$ cat src/rtl/otter_mmio_timer.sv
// ---------------------------------------------------------------------------
// otter_mmio_timer
//   Memory-mapped machine timer (mtime / mtimecmp) on the Otter external IO
//   bus. It decodes a 256-byte window at BASE_ADDR, provides registered read
//   data, and drives the machine-timer interrupt pending bit (MTIP) on
//   interrupt vector bit 7.
//
// Ports
//   clk            clock
//   rst            asynchronous, active-low reset
//   i_iobus_re     read strobe (one cycle per access)
//   i_iobus_we     write strobe (one cycle per access)
//   i_iobus_sel    byte enables for writes
//   i_iobus_addr   byte address
//   i_iobus_wdata  write data
//   o_iobus_rdata  registered read data, valid the cycle after re
//   o_intrpt       interrupt vector, bit 7 = MTIP
//
// Register map (offset from BASE_ADDR)
//   0x00 MTIME_LO   0x04 MTIME_HI   0x08 MTIMECMP_LO   0x0C MTIMECMP_HI
//   0x10 CTRL  (bit0 EN, bits[15:8] PRESC)   0x14 STATUS (bit0 MTIP, RO)
// ---------------------------------------------------------------------------
module otter_mmio_timer #(
    parameter logic [31:0] BASE_ADDR  = 32'h1100_0000,
    parameter logic [31:0] RESET_CTRL = 32'h0000_0001
) (
    input  logic        clk,
    input  logic        rst,
    input  logic        i_iobus_re,
    input  logic        i_iobus_we,
    input  logic [3:0]  i_iobus_sel,
    input  logic [31:0] i_iobus_addr,
    input  logic [31:0] i_iobus_wdata,
    output logic [31:0] o_iobus_rdata,
    output logic [31:0] o_intrpt
);

    localparam logic [5:0] REG_MTIME_LO = 6'd0;
    localparam logic [5:0] REG_MTIME_HI = 6'd1;
    localparam logic [5:0] REG_CMP_LO   = 6'd2;
    localparam logic [5:0] REG_CMP_HI   = 6'd3;
    localparam logic [5:0] REG_CTRL     = 6'd4;
    localparam logic [5:0] REG_STATUS   = 6'd5;

    logic [63:0] mtime_q, mtime_d;
    logic [63:0] mtimecmp_q, mtimecmp_d;
    logic        en_q, en_d;
    logic [7:0]  presc_q, presc_d;
    logic [7:0]  pcnt_q, pcnt_d;
    logic        mtip_q, mtip_d;
    logic [31:0] rdata_q, rdata_d;

    logic        hit;
    logic [5:0]  reg_idx;
    logic [31:0] wmask;
    logic        wr_any;
    logic        wr_mtime_lo, wr_mtime_hi, wr_cmp_lo, wr_cmp_hi, wr_ctrl;
    logic        tick;
    logic [31:0] rd_val;
    logic [31:0] ctrl_val;
    logic [31:0] ctrl_merged;

    // Byte address bits select within a word only; the window ignores them.
    logic unused_addr_bits;
    assign unused_addr_bits = ^i_iobus_addr[1:0];

    assign hit     = (i_iobus_addr[31:8] == BASE_ADDR[31:8]);
    assign reg_idx = i_iobus_addr[7:2];

    // Expand byte enables into a bit mask for read-modify-write merging.
    generate
        for (genvar gi = 0; gi < 4; gi++) begin : g_wmask
            assign wmask[gi*8 +: 8] = {8{i_iobus_sel[gi]}};
        end
    endgenerate

    // A write with no byte enables set is a no-op everywhere, including
    // the prescaler clear on CTRL.
    assign wr_any      = hit && i_iobus_we && (i_iobus_sel != 4'b0000);
    assign wr_mtime_lo = wr_any && (reg_idx == REG_MTIME_LO);
    assign wr_mtime_hi = wr_any && (reg_idx == REG_MTIME_HI);
    assign wr_cmp_lo   = wr_any && (reg_idx == REG_CMP_LO);
    assign wr_cmp_hi   = wr_any && (reg_idx == REG_CMP_HI);
    assign wr_ctrl     = wr_any && (reg_idx == REG_CTRL);

    assign ctrl_val    = {16'b0, presc_q, 7'b0, en_q};
    assign ctrl_merged = (ctrl_val & ~wmask) | (i_iobus_wdata & wmask);

    assign tick = en_q && (pcnt_q == presc_q);

    // Read mux over pre-edge register values.
    always_comb begin
        rd_val = 32'b0;
        if (hit) begin
            case (reg_idx)
                REG_MTIME_LO: rd_val = mtime_q[31:0];
                REG_MTIME_HI: rd_val = mtime_q[63:32];
                REG_CMP_LO:   rd_val = mtimecmp_q[31:0];
                REG_CMP_HI:   rd_val = mtimecmp_q[63:32];
                REG_CTRL:     rd_val = ctrl_val;
                REG_STATUS:   rd_val = {31'b0, mtip_q};
                default:      rd_val = 32'b0;
            endcase
        end
    end

    always_comb begin
        mtime_d    = mtime_q;
        mtimecmp_d = mtimecmp_q;
        en_d       = en_q;
        presc_d    = presc_q;
        pcnt_d     = pcnt_q;
        rdata_d    = rdata_q;
        mtip_d     = (mtime_q >= mtimecmp_q);

        if (i_iobus_re) begin
            rdata_d = rd_val;
        end

        // A software write to either mtime half suppresses the increment
        // for the whole counter that cycle: the written half takes the new
        // value and the other half holds without carry.
        if (wr_mtime_lo || wr_mtime_hi) begin
            if (wr_mtime_lo) begin
                mtime_d[31:0] = (mtime_q[31:0] & ~wmask) | (i_iobus_wdata & wmask);
            end
            if (wr_mtime_hi) begin
                mtime_d[63:32] = (mtime_q[63:32] & ~wmask) | (i_iobus_wdata & wmask);
            end
        end else if (tick) begin
            mtime_d = mtime_q + 64'd1;
        end

        if (wr_cmp_lo) begin
            mtimecmp_d[31:0] = (mtimecmp_q[31:0] & ~wmask) | (i_iobus_wdata & wmask);
        end
        if (wr_cmp_hi) begin
            mtimecmp_d[63:32] = (mtimecmp_q[63:32] & ~wmask) | (i_iobus_wdata & wmask);
        end

        if (wr_ctrl) begin
            en_d    = ctrl_merged[0];
            presc_d = ctrl_merged[15:8];
            pcnt_d  = 8'd0;
        end else if (en_q) begin
            pcnt_d = tick ? 8'd0 : pcnt_q + 8'd1;
        end
    end

    always_ff @(posedge clk or negedge rst) begin
        if (!rst) begin
            mtime_q    <= 64'd0;
            mtimecmp_q <= 64'hFFFF_FFFF_FFFF_FFFF;
            en_q       <= RESET_CTRL[0];
            presc_q    <= RESET_CTRL[15:8];
            pcnt_q     <= 8'd0;
            mtip_q     <= 1'b0;
            rdata_q    <= 32'd0;
        end else begin
            mtime_q    <= mtime_d;
            mtimecmp_q <= mtimecmp_d;
            en_q       <= en_d;
            presc_q    <= presc_d;
            pcnt_q     <= pcnt_d;
            mtip_q     <= mtip_d;
            rdata_q    <= rdata_d;
        end
    end

    assign o_iobus_rdata = rdata_q;
    assign o_intrpt      = {24'b0, mtip_q, 7'b0};

endmodule
$ cat config.mk
export PLATFORM = sky130hd
export DESIGN_NAME = otter_mmio_timer
export DESIGN_NICKNAME = d
export VERILOG_FILES = /design/src/rtl/otter_mmio_timer.sv
export SDC_FILE = /design/constraint.sdc
export NUM_CORES = 1
export LEC_CHECK = 0
export CORE_ASPECT_RATIO = 2
export CORE_MARGIN = 1.5
export CORE_UTILIZATION = 45
export DETAILED_ROUTE_END_ITERATION = 7
export PLACE_DENSITY = 0.71
export RECOVER_POWER = 100
export SYNTH_ARGS = -nofsm -noshare
export SYNTH_HDL_FRONTEND = slang
export SYNTH_SLANG_ARGS = --single-unit
$ cat constraint.sdc
create_clock -name clk -period 5.1 [get_ports clk]
set_input_delay 1.02 -clock clk [delete_from_list [all_inputs] [get_ports clk]]
set_output_delay 1.02 -clock clk [all_outputs]
set_load 0.03 [all_outputs]
==> results.json, run 1 <==
{
  "area_growth_pct": 15.2,
  "antenna_found_initial": 0,
  "die_y_um": 233,
  "drcViolationCount": 0,
  "relSlewSlack_pct": -92.9,
  "fmax_mhz": 225,
  "grt_overflow_total": 0,
  "leakage_nw": 5.37,
  "yosysSeqAreaShare_pct": 38.2,
  "dpl.hpwl_um": 31900,
  "crit_required_ns": 5.46,
  "synth-edff-count": 0,
  "drive_gt1_share_pct": 15.2,
  "grt_pass1_vias": 11400,
  "clk_pin_slew_ns": 0.07,
  "cts_max_level": 4,
  "clock_path_buffers": 2,
  "ios": 136,
  "rsz0062_at_grt": "no",
  "grt_usage_pct": 31.8,
  "layout_common_cells": "dfrtp_1 (113), inv_1 (112), nand2_1 (93)",
  "grt_pass1_wl_um": 65200,
  "cellPowerDensity_mw_per_mm2": 216,
  "syn-cell-area_mm2": 0.0119,
  "start_kind": "input port",
  "route.met3.wl_um": 2920,
  "ys_ff_latch": 178,
  "ys_async_sr_fraction_pct": 100,
  "highest_layer": "met4",
  "dieArea_mm2": 0.0275,
  "fin_tns_setup_ns": 0,
  "drt_first_pass_iters": 6,
  "clk_latency_ns": 0.47,
  "outcome": "finished with violations",
  "coreArea_mm2": 0.0262,
  "cts_buffers": 17,
  "grt_max_degree": 107,
  "critical_path.cell_chain": "dlygate4sd3_1 > or4_1 > or2_0 > nor4_4 > clkbuf_1 > nand2_1 > a21o_1 > a22o_1",
  "critPathMaxFanout": 17,
  "place.gp.congestion": 0.991,
  "synthCells": 1285,
  "drv_cap": 2,
  "io_buffers": 102,
  "clock_sinks": 178,
  "die_w_um": 118,
  "drt-met1-wl_um": 14500,
  "ys_warn_count": 0,
  "synth_area_per_cell_um2": 9.25,
  "cp-end-kind": "register",
  "drv_slew": 129,
  "tightest_slew_ns": 2.89,
  "start_util_pct": 45.4,
  "yosysTopAreaCellShare_pct": 23.8,
  "critPathKind": "in -> reg",
  "cp_slowest_cell": "clkbuf_1",
  "slowest_delay_ns": 0.74,
  "mostFrequentLayoutCell": "dfrtp_1",
  "violations": "max-capacitance violations, max-slew violations",
  "totalWireLength_um": 43400,
  "vias": 11400,
  "rows": 84,
  "wl_met2_um": 21900,
  "root_buffer": "clkbuf_16",
  "viasPerCell": 6.59,
  "cts_hold_buffers": 0,
  "cts_setup_buffers": 0,
  "skew_ns": 0.0124,
  "cts_tree": "done",
  "finalCriticalPeriod_ns": 4.45,
  "n_antenna_cell": 0,
  "dominantRegCellSynth": "dfrtp_1",
  "cp.arrival_ns": 4.81,
  "drtAntennaViolNets": 0,
  "nNetsFinal": 1515,
  "hp-class": "reg -> reg",
  "cts_resized": 0,
  "yosys.area.top_type": "dfrtp_1",
  "hold_violations": 0,
  "drt_iter0_drc": 1351,
  "finalCritPeriodShare_pct": 87.3,
  "ir_drop_mv": 0.253,
  "whs_ns": 0.517,
  "synthDistinctLibCells": 84,
  "setup_viol": 0,
  "wl_per_cell_um": 25.0,
  "synth_area_leaders": "dfrtp_1 (24%), dfstp_2 (14%), ha_1 (6.9%)"
}
[worst paths after layout]
kind / end / start / depth (start not counted) / slack, ns
max: register / i_iobus_addr[3] / 8 / 0.65
min: register / register / 2 / 0.52
max reg2reg: register / register / 7 / 1.54
min reg2reg: register / register / 2 / 0.52
max in group asynchronous: async pin / rst / 2 / 1.52
min in group asynchronous: async pin / rst / 1 / 1.45
[per-stage QoR]
| stage | instances | total power [mW] | setup slack (ns) | area (µm²) | util, % |
|---|---|---|---|---|---|
| 6_report | 1734 | 2.96 | 0.647 | 13700 | 52.3 |
| 5_1_grt | 1734 | 3.03 | 0.537 | 13700 | 52.3 |
| 4_1_cts | 1734 | 2.97 | 1.19 | 13800 | 52.7 |
| 3_5_place_dp | 1702 | 1.69 | 0.720 | 13200 | 50.6 |
| 3_3_place_gp | 1702 | 1.69 | 0.820 | 13200 | 50.6 |
| 2_1_floorplan | 1315 | 1.57 | 1.95 | 12000 | - |
[cells in the mapped netlist, drive strengths merged (12+ instances only)]
cell type  number
dfrtp         113
inv           112
nand2          93
mux2           72
a21oi          69
ha             66
dfstp          65
nand3          59
o21ai          54
o22ai          54
buf            49
clkbuf         49
nand4          48
nor2           42
nor3           38
a222oi         27
and3           21
nor4           20
mux2i          19
and4           15
a211oi         14
and2           12
[critical path: cells and delay by family]
kind            cells  cell delay [ns]
simple gates        4             1.94
compound gates      2             0.48
buf+inv             2             1.37
[cell type report]
type	instances	area [µm²]
clock buffers	22	484
clock inverters	10	76.3
fillers	2424	12500
inverters	113	424
multi-input cells	926	6490
flip-flops and latches	178	4540
well taps	344	430
repair buffers	141	1260
[power breakdown]
group          switching [mW]  internal, mW  total, mW
Combinational           0.159        0.0805      0.239
Clock                   0.614         0.678       1.29
Sequential            0.00898          1.42       1.43
Total                   0.782          2.18       2.96
[cell families after synthesis]
family / count (synthesis) / share of synthesized area, %
DFF: 178 / 38.2
muxes: 91 / 8.42
and+or+nand+nor: 391 / 18.1
buffers and inverters: 211 / 7.94
adders and majority gates: 66 / 6.95
other: 1 / 0.0315
AOI/OAI and AO/OA: 330 / 19.1
xor gates and xnor gates: 17 / 1.25
[layer usage]
metal	up-vias	track usage, %
met3	227	5.37
met4	0	28.4
li1	4963	-
met1	5568	32.4
met5	-	0
met2	668	55.6
(Power assumes the default switching activity.)
==> inputs of run 2 (changes only) <==
--- a/config.mk
+++ b/config.mk
@@ -11,6 +11,7 @@
 export DETAILED_ROUTE_END_ITERATION = 7
 export PLACE_DENSITY = 0.71
 export RECOVER_POWER = 100
+export SLEW_MARGIN = 15
 export SYNTH_ARGS = -nofsm -noshare
 export SYNTH_HDL_FRONTEND = slang
 export SYNTH_SLANG_ARGS = --single-unit
==> results of run 2 <==
The final DEF is identical to that of run 1; final timing and power are the same.
==> inputs of run 3 (changes only) <==
--- a/config.mk
+++ b/config.mk
@@ -15,3 +15,4 @@
 export SYNTH_ARGS = -nofsm -noshare
 export SYNTH_HDL_FRONTEND = slang
 export SYNTH_SLANG_ARGS = --single-unit
+export TNS_END_PERCENT = 5
==> results of run 3 <==
The final DEF is identical to that of run 1; final timing and power are the same.
